$ cat config.mk
export PLATFORM = sky130hd
export DESIGN_NAME = display_pager
export DESIGN_NICKNAME = d
export VERILOG_FILES = /design/src/rtl/display_pager.sv
export SDC_FILE = /design/constraint.sdc
export NUM_CORES = 1
export LEC_CHECK = 0
export ABC_AREA = 1
export ABC_CLOCK_PERIOD_IN_PS = 2550
export CAP_MARGIN = 20
export CORE_MARGIN = 3
export CORE_UTILIZATION = 30
export DETAILED_ROUTE_END_ITERATION = 8
export DONT_BUFFER_PORTS = 1
export PLACE_DENSITY = 0.46
export SKIP_LAST_GASP = 1
export SLEW_MARGIN = 20
export SYNTH_ARGS = -nofsm -noshare
export SYNTH_HDL_FRONTEND = slang
export SYNTH_SLANG_ARGS = --single-unit
$ cat constraint.sdc
create_clock -name clk -period 2.55 [get_ports clk]
set_input_delay 0.6375 -clock clk [delete_from_list [all_inputs] [get_ports clk]]
set_output_delay 0.6375 -clock clk [all_outputs]
set_load 0.01 [all_outputs]
$ cat src/rtl/display_pager.sv
// display_pager: multiplexes PAGES pages of nibbles onto DIGITS active-low
// 7-segment digits. Supports auto-rotation on a dwell timer, manual page
// selection, a page-advance button, per-page leading-zero blanking and
// whole-display blinking. All timing counts the shared clk_en tick.
//
// Ports:
//   clk, rst     system clock, synchronous active-high reset
//   clk_en       single-cycle timebase tick (10 ms)
//   mode_auto    1: auto-rotate, 0: manual page_sel
//   page_sel     page shown in manual mode (out of range selects page 0)
//   next         debounced advance level; its rising edge acts in auto mode
//   page_data    nibbles, page p digit d at [(p*DIGITS+d)*4 +: 4]
//   blank_lz     per-page leading-zero blanking enable
//   blink        blink the whole display
//   seg          active-low GFEDCBA, digit d at [d*7 +: 7] (registered)
//   page         currently displayed page (registered)
//   page_change  one-cycle pulse whenever page changes (registered)
module display_pager #(
    parameter int unsigned DIGITS     = 4,
    parameter int unsigned PAGES      = 4,
    parameter int unsigned DWELL      = 300,
    parameter int unsigned BLINK_HALF = 50,
    parameter int unsigned PW         = $clog2(PAGES)
) (
    input  logic                        clk,
    input  logic                        rst,
    input  logic                        clk_en,
    input  logic                        mode_auto,
    input  logic [PW-1:0]               page_sel,
    input  logic                        next,
    input  logic [PAGES*DIGITS*4-1:0]   page_data,
    input  logic [PAGES-1:0]            blank_lz,
    input  logic                        blink,
    output logic [DIGITS*7-1:0]         seg,
    output logic [PW-1:0]               page,
    output logic                        page_change
);

    localparam int unsigned DW = (DWELL > 1) ? $clog2(DWELL) : 1;
    localparam int unsigned BW = (BLINK_HALF > 1) ? $clog2(BLINK_HALF) : 1;
    localparam int unsigned NW = DIGITS * 4;

    logic [DW-1:0]       dwell_cnt, dwell_nxt;
    logic [BW-1:0]       blink_cnt, blink_nxt;
    logic                phase_on, phase_on_nxt;
    logic                next_d;
    logic                next_rise;
    logic [PW-1:0]       page_nxt, page_inc;
    logic [NW-1:0]       cur_data;
    logic                cur_lz;
    logic                lead;
    logic                blank_all;
    logic [3:0]          nib;
    logic [DIGITS*7-1:0] seg_nxt;

    // Active-high GFEDCBA pattern for one nibble
    function automatic logic [6:0] seg_decode(input logic [3:0] n);
        logic [6:0] s;
        case (n)
            4'h0:    s = 7'b0111111;
            4'h1:    s = 7'b0000110;
            4'h2:    s = 7'b1011011;
            4'h3:    s = 7'b1001111;
            4'h4:    s = 7'b1100110;
            4'h5:    s = 7'b1101101;
            4'h6:    s = 7'b1111101;
            4'h7:    s = 7'b0000111;
            4'h8:    s = 7'b1111111;
            4'h9:    s = 7'b1101111;
            4'hA:    s = 7'b1110111;
            4'hB:    s = 7'b1111100;
            4'hC:    s = 7'b0111001;
            4'hD:    s = 7'b1011110;
            4'hE:    s = 7'b1111001;
            default: s = 7'b1110001;
        endcase
        return s;
    endfunction

    // Page index control: auto rotation, button advance, manual select
    always_comb begin
        page_nxt  = page;
        dwell_nxt = dwell_cnt;
        next_rise = next & ~next_d;
        page_inc  = (page == PW'(PAGES - 1)) ? '0 : page + PW'(1);
        if (mode_auto) begin
            // A button edge on the expiry tick still yields a single advance
            if (next_rise) begin
                page_nxt  = page_inc;
                dwell_nxt = '0;
            end else if (clk_en) begin
                if (dwell_cnt == DW'(DWELL - 1)) begin
                    page_nxt  = page_inc;
                    dwell_nxt = '0;
                end else begin
                    dwell_nxt = dwell_cnt + DW'(1);
                end
            end
        end else begin
            page_nxt  = ({1'b0, page_sel} < (PW + 1)'(PAGES)) ? page_sel : '0;
            dwell_nxt = '0;
        end
    end

    // Blink timebase; phase returns to on as soon as blink drops
    always_comb begin
        blink_nxt    = blink_cnt;
        phase_on_nxt = phase_on;
        if (!blink) begin
            blink_nxt    = '0;
            phase_on_nxt = 1'b1;
        end else if (clk_en) begin
            if (blink_cnt == BW'(BLINK_HALF - 1)) begin
                blink_nxt    = '0;
                phase_on_nxt = ~phase_on;
            end else begin
                blink_nxt = blink_cnt + BW'(1);
            end
        end
    end

    // Select the displayed page's nibbles and its blanking enable
    always_comb begin
        cur_data = '0;
        cur_lz   = 1'b0;
        for (int p = 0; p < int'(PAGES); p++) begin
            if (page == PW'(p)) begin
                cur_data = page_data[p*NW +: NW];
                cur_lz   = blank_lz[p];
            end
        end
    end

    // Decode with leading-zero blanking scanned from the leftmost digit
    always_comb begin
        seg_nxt   = '1;
        nib       = '0;
        blank_all = blink & ~phase_on;
        lead      = cur_lz;
        for (int d = int'(DIGITS) - 1; d >= 0; d--) begin
            nib = cur_data[d*4 +: 4];
            // Digit 0 always shows, so all-zero data reads as a single 0
            if (d == 0) begin
                lead = 1'b0;
            end else begin
                lead = lead & (nib == 4'h0);
            end
            seg_nxt[d*7 +: 7] = (blank_all || lead) ? 7'h7F : ~seg_decode(nib);
        end
    end

    // State and output registers
    always_ff @(posedge clk) begin
        if (rst) begin
            page        <= '0;
            seg         <= '1;
            page_change <= 1'b0;
            dwell_cnt   <= '0;
            blink_cnt   <= '0;
            phase_on    <= 1'b1;
            next_d      <= 1'b0;
        end else begin
            page        <= page_nxt;
            seg         <= seg_nxt;
            page_change <= (page_nxt != page);
            dwell_cnt   <= dwell_nxt;
            blink_cnt   <= blink_nxt;
            phase_on    <= phase_on_nxt;
            next_d      <= next;
        end
    end

endmodule
Yosys cells after proc, flatten, opt, wreduce, memory -nomap -nowiden --
Memory sizes are Yosys's and may differ from the RTL's. Index checks and enable logic that the tools add are counted.
Storage, ports and cells: memories 4, flip-flop bits (word level) 48, ROM bits 448, output and inout bits 31
Memory list:
- (name not given) | words 16, width 7, rd ports 1, clocked after memory_dff 0, wr ports 0, RTL line 59 | case (n)
- (name not given) | words 16, width 7, rd ports 1, clocked after memory_dff 0, wr ports 0, RTL line 59
- (name not given) | words 16, width 7, rd ports 1, clocked after memory_dff 0, wr ports 0, RTL line 59
- (name not given) | words 16, width 7, rd ports 1, clocked after memory_dff 0, wr ports 0, RTL line 59
Cells by class: bitwise gates (word level) 13, add/subtract/negate cells 3, equality and inequality tests 6, reductions and logical operators 14, mux-type cells 15
Operators by type and width (count):
- 2-to-1 mux 16 bit | 4
- inverter 7 bit | 4
- logical NOT 4 bit | 3
- 2-to-1 mux 2 bit | 5
- OR reduction 2 bit | 5
- adder 9 x 1 -> 9 bit (second input constant) | 1
- == test 9 bit (second input constant) | 1
- 2-to-1 mux 9 bit | 1
- adder 6 x 1 -> 6 bit (second input constant) | 1
- == test 6 bit (second input constant) | 1
- 2-to-1 mux 6 bit | 1
- AND 1 bit | 5
- == test 2 bit (second input constant) | 2
- 2-to-1 mux 1 bit | 4
- inverter 1 bit | 4
- logical OR 1 bit | 3
- OR reduction 3 bit | 1
- adder 2 x 1 -> 2 bit (second input constant) | 1
- == test 2 x 1 -> 1 bit (second input constant) | 1
- logical NOT 2 bit | 1
- != test 2 bit | 1
- AND reduction 2 bit | 1

Depth between registers and ports, before layout --
Gate-level depths: netlist of run 1.
depth in word-level cells 11, mapped depth 18

Worst setup path before layout of run 1 --
OpenSTA, ideal clock, no wires.
path type reg-to-reg, start point reg page[1], end point reg seg[21], stages on the path, launching flop included 16, period minus slack after synthesis 2.391 ns, arrival 2.266 ns, buffers on the path 2, setup slack 0.159 ns, required time 2.426 ns, path through dfxtp_1 > inv_1 > ha_1 > buf_6 > buf_2 > o21ai_0 > nand2_1 > nand2_1 > o21ai_0 > ha_1 > o21ai_0 > a21oi_2 > nand3_4 > nand2_2 > a21oi_2 > nand3_1
On the way: cells in the longest elaborated chain, start to end 9, elaborated cells on any way between the ends 18
RTL lines:
- start: declaration | RTL line 35 | output logic [PW-1:0] page,
- start signal: assignment | RTL line 163 | page <= page_nxt;
- parallel branches: the longest is 9 deep, another holds memory read (16 x 7 bit)
- end signal: assignment | RTL line 164 | seg <= seg_nxt;
- end: declaration | RTL line 34 | output logic [DIGITS*7-1:0] seg,
Parallel ways; which one is timed is not known. A chain may end at the register's enable or synchronous reset.

Final worst setup path of run 1 --
start point reg page[1], end point reg seg[11]
On the way: cells in the longest elaborated chain, start to end 11, elaborated cells on any way between the ends 22
RTL lines:
- logical NOT 2 bit | RTL line 127 | if (page == PW'(p)) begin
- 2-to-1 mux 16 bit (4 in a row) | RTL line 127
- logical NOT 4 bit | RTL line 146 | lead = lead & (nib == 4'h0);
- AND 1 bit (3 in a row) | RTL line 146
- logical OR 1 bit | RTL line 148 | seg_nxt[d*7 +: 7] = (blank_all || lead) ? 7'h7F : ~seg_decode(nib);
- OR reduction 2 bit (no source line)
Several ways; a longest one is shown, not always the timed one.

==> summary.md, run 1 <==
| Metric | Value |
|---|---|
| Seq cells post-synth | 48 |
| Clock Sinks | 48 |
| Period Utilization, post-route | 91.5% |
| Die Ht | 114 um |
| Skew-Pair Late Insertion Delay | 300 ps |
| Status | finished clean |
| LEAKAGE | 0.00179 uW |
| Critical Path Source Type | register |
| Maxcap violations | 0 |
| Sw power | 865 uW |
| Total number of vias | 3099 |
| Initial antenna violation count | 0 |
| Max layer used | met4 |
| Gpl congestion | 0.887 |
| WHS | 391 ps |
| IO Pins | 107 |
| Fmax | 429 MHz |
| Hold Crit Class | in -> reg |
| WL/cell | 14.6 um |
| Top-area cell type share of the netlist area | 27.6% |
| RR Startpoint | page[1] |
| Pint | 1580 uW |
| Crit Path Class | reg -> reg |
| Number of synthesized flops with an enable pin | 0 |
| Max IR drop VDD | 0.000468 V |
| Comb power frac | 30.7% |
| CP Data Arrival Time | 2570 ps |
| RSZ-0062 raised after global routing | no |
| Worst Setup SP | page[1] |
| Iteration count of the initial detailed-routing pass | 4 |
| Longest Clk Path Bufs | 2 |
| DR vias/cell | 4.77 |
| Share of cells above drive strength 1 | 15.3% |
| Final setup vio count | 0 |
| Vias in the first global route | 2965 |
| TritonCTS clock tree | done |
| Final hold violations | 0 |
| Die W | 114 um |
| WL met2 | 4280 um |
| Worst Setup EP | seg[11] |
| Final ANT Viol Nets | 0 |
| Sw frac | 35.4% |
| Post-synthesis sequential area ratio | 27.6% |
| Grt ovf | 0 |
| Filler cells | 1206 |
| Critical Path RT | 2790 ps |
| Placed instance area | 0.00364 mm^2 |
| Clock Skew | 8.13 ps |
| Slew @ Worst Pin | 553 ps |
| Port bufs | 0 |
| Layout area overhead | 11.6% |
| Drt initial violations | 102 |
| Detail Placement HPWL | 7720 um |
| Clock Power Share | 31.7% |
| Sum of negative setup slack | 0 ps |
| Slew Viols, Final | 0 |
| R2r setup slk | 220 ps |
| Post-layout min period | 2330 ps |
| Pwr Total | 2440 uW |
| Fin nets | 616 |
| FFs w/ async S/R, synth | 0% |
| Hold_buf cts | 0 |
| Worst-path fanout max | 17 |
| GRT Total Usage | 14.8% |
| Largest area contributor in the netlist | dfxtp_1 |
| Synthesized area | 0.00348 mm^2 |
| Initial Util | 31.5% |
| Clock buffer count from CTS | 5 |
| Yosys warns | 0 |
| Util after Layout | 35.1% |
| Final wirelength | 9470 um |
| Area of the core | 0.0111 mm^2 |
| Gate Count Post-Synth | 498 |
| H-Tree Depth | 2 |
| Worst R2R End | seg[11] |
| First-pass GRT wire length | 14900 um |
| Synth cell types | 39 |
| Met1 wire length | 4060 um |
| Synth area leaders | dfxtp_1 28%, nand2_1 16%, ha_1 11% |
| Largest net degree at the start of global routing | 18 |
| Crit path capture type | register |
| P per Cell Area | 628 mW/mm^2 |
| Flop pwr share | 37.7% |
| Cells on worst reg2reg path | 14 |
| Die area | 0.0129 mm^2 |
| Drt drc | 0 |
| Synth Flop Type | dfxtp_1 |
| Syn nets | 605 |
| Cell Rows | 38 |
| Mean area per synthesized cell | 7.00 um^2 |
| Clk pin slew, worst setup/hold paths | 70 ps |
| Finished Cell Area | 0.00389 mm^2 |
| Slew headroom | 63.1% |
| CTS root buf | clkbuf_16 |
| ANT cells | 0 |
| DR WL met3 | 910 um |
==> cell usage in the layout (no fill, tap or decap), types with 5 or more instances in the layout <==
master	count
nand2_1	152
dfxtp_1	46
inv_1	44
nor2_1	39
a21oi_1	30
nand3_1	30
ha_1	28
o21ai_0	18
buf_4	15
nand2_2	12
o211ai_1	10
inv_2	9
o21ai_1	9
nor3_1	6
xor2_1	6
clkbuf_16	5
==> synth_stat cells, types with 3 or more instances <==
library cell and count:
o211ai_1 10, o21ai_4 3, nor3_1 6, a31oi_1 3, a22oi_1 4, o21ai_0 20, buf_6 8, buf_4 3
a21oi_1 30, nand3_1 30, or2_2 3, dfxtp_1 48, xor2_1 6, inv_1 46, nand2_1 152, ha_1 31
o21ai_1 8, inv_2 8, nand2_2 12, nor2_1 39, o21ai_2 3
==> final cells by class <==
type | instances | area [um^2] | area share, %
multi-input cells | 381 | 2200 | 56.7
flip-flops and latches | 48 | 963 | 24.8
clock buffers | 5 | 125 | 3.22
well taps | 140 | 175 | 4.50
inverters | 56 | 221 | 5.69
repair buffers | 17 | 153 | 3.93
clock inverters | 3 | 46.3 | 1.19
==> power by group through the flow <==
| stage | clock, uW | sequential (uW) | combinational (uW) |
|---|---|---|---|
| after floorplan | 0 | 927 | 587 |
| after global placement | 0 | 940 | 732 |
| after detailed placement | 0 | 939 | 729 |
| after CTS | 807 | 922 | 731 |
| after global routing | 841 | 931 | 864 |
| final | 773 | 919 | 749 |
==> how the worst min path moves through the flow <==
stage / from / slack [ps] / cells past startpoint / end
global placement: phase_on / 440 / 2 / phase_on
global route: rst / 370 / 1 / page[1]
floorplan: phase_on / 430 / 2 / phase_on
CTS: rst / 380 / 1 / page[1]
finish: rst / 390 / 1 / page[1]
detailed placement: phase_on / 440 / 2 / phase_on
==> timing repair <==
| action | 4_1_cts | 5_1_grt |
|---|---|---|
| buffers inserted | 0 | 3 |
| setup endpoints to repair | 0 | 27 |
| gates resized for setup | 0 | 14 |
==> per-layer routing <==
layer / track usage (%) / vias to the layer above
li1: - / 1639
met1: 17.2 / 1355
met2: 24.1 / 92
met3: 6.79 / 13
met4: 4.99 / 0
met5: 0 / -
==> worst max-delay path: stages, from the launching register on <==
cell	delay, ps
dfxtp_2	350
inv_2	80
ha_2	210
buf_12	150
nor2_8	70
a22oi_1	140
nand2_1	110
a22oi_4	230
ha_4	170
o21ai_0	90
a21oi_2	170
nand3_4	110
nor2_4	200
a21oi_4	100
nand2_1	80
==> state kept, by name, summed over array words and instances (netlist names) <==
name         cells
next_d           1
page             2
dwell_cnt        9
phase_on         1
page_change      1
seg             28
blink_cnt        6
==> cell families after synthesis <==
group / synth area share (%)
AO/OA/AOI/OAI: 17.5
XOR/XNOR: 2.01
adder cells (fa/ha/maj): 11.1
buffers and inverters: 9.77
flip-flops: 27.6
AND/OR/NAND/NOR: 32.0
==> stage by stage <==
stage | worst slack, ps | instances
floorplan | 159 | 498
CTS | 29.0 | 647
global route | 5.29 | 650
finish | 216 | 650
global placement | 147 | 639
detailed placement | 56.8 | 639
Power figures use the tool's default switching activity.
==> run 2, diff against run 1 <==
ABC_AREA = unset   (was 1)
==> run 2 against run 1 <==
  * Register-to-register slack got worse by 90 ps
  * Non-clock buffer count increased by 34
  * Critical path depth decreased by 2
  * Synthesized cell count decreased by 30%
  * Clock-buffer cell count increased by 1
  * Final area decreased by 1.5%
  * Die area decreased by 11%
==> summary.md, run 2 <==
| Metric | Value |
|---|---|
| CP Data Arrival Time | 2580 ps |
| Largest Register | seg |
| Top-area cell type share of the netlist area | 31.2% |
| Final hold violations | 0 |
| Largest net degree at the start of global routing | 16 |
| FFs w/ async S/R, synth | 0% |
| Hold depth | 1 |
| Fin nets | 495 |
| Setup slack at placement | -6.48 ps |
| Grt ovf | 0 |
| Synth cell types | 51 |
| IO Pins | 107 |
| Post-layout min period | 2420 ps |
| Most common cell in the synthesized netlist | dfxtp_1 |
| Crit Path Class | reg -> reg |
| Final setup vio count | 0 |
| RSZ-0062 raised after global routing | yes |
| Clock Power Share | 24.0% |
| Commonest non-fill, non-tap cells in the layout | 47 x buf_4, 46 x dfxtp_1, 35 x nor2_1 |
| Comb power frac | 37.8% |
| Max IR drop VDD | 0.000262 V |
| Clock Sinks | 48 |
| Fmax | 413 MHz |
| Final wirelength | 8970 um |
| Die Ht | 107 um |
| Sw power | 848 uW |
| Slew Viols, Final | 0 |
| Commonest cells post-synth | 48 x dfxtp_1, 40 x nor2_1, 31 x ha_1 |
| Critical Path RT | 2710 ps |
| Cells on worst reg2reg path | 12 |
| Initial antenna violation count | 1 |
| Clock buffer count from CTS | 5 |
| TritonCTS clock tree | done |
| Cell Rows | 36 |
| Worst-path fanout max | 6 |
| LEAKAGE | 0.00152 uW |
| Clock Skew | 7.26 ps |
| WHS | 386 ps |
| First-pass GRT wire length | 14100 um |
| WL/cell | 17.2 um |
| Share of cells above drive strength 1 | 27.0% |
| Longest Clk Path Bufs | 2 |
| Detail Placement HPWL | 7150 um |
| Largest area contributor in the netlist | dfxtp_1 |
| Flop pwr share | 38.2% |
| Final ANT Viol Nets | 0 |
| Hold_buf cts | 0 |
| H-Tree Depth | 2 |
| Drt initial violations | 94 |
| Synthesized area | 0.00308 mm^2 |
| Slew headroom | 50.6% |
| Gpl congestion | 0.798 |
| Status | finished clean |
| Mean area per synthesized cell | 8.86 um^2 |
| Synth area leaders | dfxtp_1 31%, ha_1 13%, mux2i_1 4.9% |
| Crit path capture type | register |
| Total number of vias | 2671 |
| Iteration count of the initial detailed-routing pass | 4 |
| Drt drc | 0 |
| Maxcap violations | 0 |
| Layout area overhead | 24.2% |
| Yosys warns | 0 |
| Hold Crit Class | in -> reg |
| Skew-Pair Late Insertion Delay | 300 ps |
| Pint | 1610 uW |
| Die area | 0.0115 mm^2 |
| Max reg flops | 28 |
| Worst setup slack after layout | 126 ps |
| Clk pin slew, worst setup/hold paths | 90 ps |
| CTS root buf | clkbuf_8 |
| Syn nets | 455 |
| Post-synthesis sequential area ratio | 31.2% |
| Sw frac | 34.5% |
| Area of the core | 0.00986 mm^2 |
| Seq cells post-synth | 48 |
| Gate Count Post-Synth | 348 |
| GRT Total Usage | 15.5% |
| Synth Flop Type | dfxtp_1 |
| Die W | 107 um |
| Period Utilization, post-route | 95.0% |
| Vias in the first global route | 2723 |
| Port bufs | 0 |
| Initial Util | 31.3% |
| Critical Path Source Type | register |
| Slew @ Worst Pin | 738 ps |
| P per Cell Area | 642 mW/mm^2 |
| Number of synthesized flops with an enable pin | 0 |
| Commonest non-fill, non-tap cell in the layout | buf_4 |
| Regs by FF count | seg: 28 flops, dwell_cnt: 9 flops, blink_cnt: 6 flops |
| DR vias/cell | 5.11 |
## run 2: cell types whose count changed in the layout (fill, tap and decap cells not counted), moves of 12 or more
cell / previous run / this run
a21oi_1: 30 / 8
buf_4: 15 / 47
inv_1: 44 / 13
mux2i_1: 0 / 15
nand2_1: 152 / 30
nand2_2: 12 / 0
nand3_1: 30 / 6
o21ai_0: 18 / 5
o22ai_1: 0 / 13
## run 2: through the flow
stage | TNS, ps | power [uW] | cell area (um^2) | instances | utilization, %
floorplan | 0 | 1540 | 3140 | 348 | -
global placement | -82.5 | 1810 | 3550 | 507 | 36.0
detailed placement | -6.48 | 1820 | 3550 | 507 | 36.0
CTS | 0 | 2430 | 3690 | 515 | 37.4
global route | -102 | 2630 | 3830 | 523 | 38.8
finish | 0 | 2460 | 3830 | 523 | 38.8
## run 2: worst paths after layout
path / from / end / slack, ps
setup / recovery: page[1] / seg[3] / 130
hold / removal: rst / next_d / 390
setup reg to reg: page[1] / seg[3] / 130
hold reg to reg: dwell_cnt[8] / dwell_cnt[8] / 510
## run 2: logic make-up (layout without fill, tap and decap cells)
family                   after synthesis  count (layout)  synth area share [%]
flip-flops                            48              48                  31.2
AND/OR/NAND/NOR                      105             105                  16.3
XOR/XNOR                              16              16                  4.54
AO/OA/AOI/OAI                         93              93                  23.6
adder cells (fa/ha/maj)               31              31                  12.6
multiplexers                          20              20                  6.69
other                                  0               1                     0
buffers and inverters                 35              76                  5.11
## run 2: layer usage
metal  wire length, um  vias up  global-route usage (%)
li1                  -     1345                       -
met1              3910     1239                    19.2
met2              4380       80                    26.9
met3               621        7                    4.56
met4                64        0                    2.98
met5                 0        -                       0
## run 2: worst max-delay path, stage by stage (launching register included)
cell and delay [ps]:
dfxtp_4 390, inv_1 60, ha_2 170, nor2b_2 170, buf_6 130, buf_4 160, a221o_1 330, a22oi_2 200
inv_2 100, ha_2 180, mux2_2 250, nand2_1 60, o211ai_1 80
## run 2: layout make-up
class / instances / area, um^2
Clock buffer: 6 / 82.6
Fill cell: 1009 / 6030
Tap cell: 133 / 166
Antenna cell: 1 / 2.50
Clock inverter: 2 / 38.8
Multi-Input combinational cell: 265 / 2100
Timing Repair Buffer: 51 / 407
Sequential cell: 48 / 968
Inverter: 17 / 63.8
## run 2: what timing repair did
action	in CTS	in global routing
resized for setup	2	28
setup endpoints to repair	4	25
pin swaps	1	6
buffers inserted	0	7
## run 2: power groups by stage
stage / registers (uW) / clock network (uW) / logic, uW
2_1_floorplan: 942 / 0 / 594
3_3_place_gp: 964 / 0 / 850
3_5_place_dp: 962 / 0 / 854
4_1_cts: 945 / 617 / 868
5_1_grt: 950 / 643 / 1030
6_report: 940 / 590 / 929
==> run 3, diff against run 2 <==
CELL_PAD_IN_SITES_DETAIL_PLACEMENT = 0   (was unset)
CELL_PAD_IN_SITES_GLOBAL_PLACEMENT = 1   (was unset)
PLACE_DENSITY = 0.57   (was 0.46)
==> run 3 against run 2 <==
  * Via count down 2.0%
  * Routed wire length shrank 3.2%
  * Largest power group unchanged
  * Highest routed layer unchanged
  * Register-to-register slack improved by 20 ps
  * Critical endpoint is now seg[12]
==> summary.md, run 3 (synthesis gave the netlist of run 2 again) <==
| Metric | Value |
|---|---|
| Worst R2R End | seg[12] |
| Crit path capture type | register |
| Die Ht | 107 um |
| Iteration count of the initial detailed-routing pass | 4 |
| Filler cells | 1016 |
| Regs by FF count | seg: 28 flops, dwell_cnt: 9 flops, blink_cnt: 6 flops |
| Initial antenna violation count | 1 |
| Hold Crit Class | in -> reg |
| Drt initial violations | 86 |
| WHS | 390 ps |
| Drt drc | 0 |
| Final ANT Viol Nets | 0 |
| Skew-Pair Late Insertion Delay | 300 ps |
| Gpl congestion | 0.842 |
| Longest Clk Path Bufs | 2 |
| Period Utilization, post-route | 94.2% |
| Max reg flops | 28 |
| Detail Placement HPWL | 7030 um |
| Global-route met3 utilization | 4.20% |
| TritonCTS clock tree | done |
| IO Pins | 107 |
| FF/Latch Area | 968 um^2 |
| Commonest non-fill, non-tap cells in the layout | 46 x dfxtp_1, 37 x nor2_1, 35 x buf_4 |
| Fin nets | 483 |
| WL/cell | 17.0 um |
| Final setup vio count | 0 |
| Setup slack at placement | 39.5 ps |
| Worst setup slack after layout | 147 ps |
| Critical Path RT | 2770 ps |
| Clock Sinks | 48 |
| Area of the multi-input gates | 0.00204 mm^2 |
| Clock buffer count from CTS | 5 |
| Setup Buffers After CTS | 0 |
| Initial Util | 31.3% |
| Slew headroom | 56.0% |
| DR vias/cell | 5.12 |
| Post-layout min period | 2400 ps |
| Finished Cell Area | 0.00369 mm^2 |
| Met1 Usage GRT | 19.6% |
| H-Tree Depth | 2 |
| Slew Viols, Final | 0 |
| Vias in the first global route | 2624 |
| First-pass GRT wire length | 13800 um |
| Layer with the highest usage | met2 |
| Grt ovf | 0 |
| Clock Skew | 17.0 ps |
| Die area | 0.0115 mm^2 |
| Crit Path Class | reg -> reg |
| Final Non-Filler Cells | 511 |
| Hold depth | 1 |
| Cell Rows | 36 |
| Largest net degree at the start of global routing | 19 |
| Share of cells above drive strength 1 | 20.7% |
| Total number of vias | 2618 |
| GRT Total Usage | 15.4% |
| CTS root buf | clkbuf_8 |
| LEAKAGE | 0.00146 uW |
| Worst Setup SP | page[0] |
| Fmax | 416 MHz |
| Area of the core | 0.00986 mm^2 |
| Largest Register | seg |
| Util after Layout | 37.4% |
| R2r setup slk | 150 ps |
| Port bufs | 0 |
| Critical Path Source Type | register |
| Commonest non-fill, non-tap cell in the layout | dfxtp_1 |
| RR Startpoint | page[0] |
| Cells on worst reg2reg path | 12 |
| Max IR drop VDD | 0.000230 V |
| Clk pin slew, worst setup/hold paths | 90 ps |
| Layout area overhead | 19.7% |
| Final hold violations | 0 |
| Worst Setup EP | seg[12] |
| Worst-path fanout max | 16 |
| Maxcap violations | 0 |
| P per Cell Area | 630 mW/mm^2 |
| Slew @ Worst Pin | 658 ps |
| Status | finished clean |
| RSZ-0062 raised after global routing | yes |
| Final wirelength | 8680 um |
| Placed cell count | 502 |
| M2 GR Usage | 26.2% |
| Die W | 107 um |
| Placed instance area | 0.00354 mm^2 |
| CP Data Arrival Time | 2620 ps |
[run 3: worst max-delay path: stages, from the launching register on]
cell	delay [ps]
dfxtp_4	370
inv_1	70
ha_1	200
nor2b_2	170
buf_12	150
a221o_1	330
o221ai_4	80
ha_2	220
o221ai_2	110
nor4_4	150
buf_6	160
a41oi_4	180
o211ai_1	140
[run 3: through the flow]
step | setup TNS [ps] | total power (uW)
after global placement | 0 | 1810
final | 0 | 2320
after floorplan | 0 | 1540
after global routing | -30.0 | 2500
after detailed placement | 0 | 1810
after CTS | 0 | 2350
[run 3: layer usage]
layer	part of all wire (%)	wire length, um
met4	1.2	108
met1	44	3790
met3	6.4	556
met5	0	0
met2	49	4230
[run 3: cell type report]
class                           count  share of cell area (%)
Sequential cell                    48                    26.2
Timing Repair Buffer               39                    9.05
Multi-Input combinational cell    265                    55.4
Clock inverter                      2                   0.475
Clock buffer                        6                    2.54
Antenna cell                        1                  0.0678
Inverter                           17                    1.73
Tap cell                          133                    4.51
[run 3: worst min-delay path by stage]
stage	startpoint	to	slack, ps
final	rst	next_d	390
after global routing	rst	next_d	370
after CTS	rst	next_d	380
after detailed placement	dwell_cnt[8]	dwell_cnt[8]	490
after global placement	dwell_cnt[8]	dwell_cnt[8]	490
after floorplan	dwell_cnt[8]	dwell_cnt[8]	470
[run 3: repair_timing]
action / 4_1_cts / 5_1_grt
resized for setup: 0 / 10
hold buffers: 0 / 0
setup endpoints to repair: 0 / 22
[run 3: where the power goes]
part | leakage (uW) | internal [uW] | total, uW | switching, uW
registers | 0.000399 | 847 | 938 | 90.9
logic | 0.00101 | 404 | 861 | 457
clock network | 0.0000565 | 256 | 526 | 269
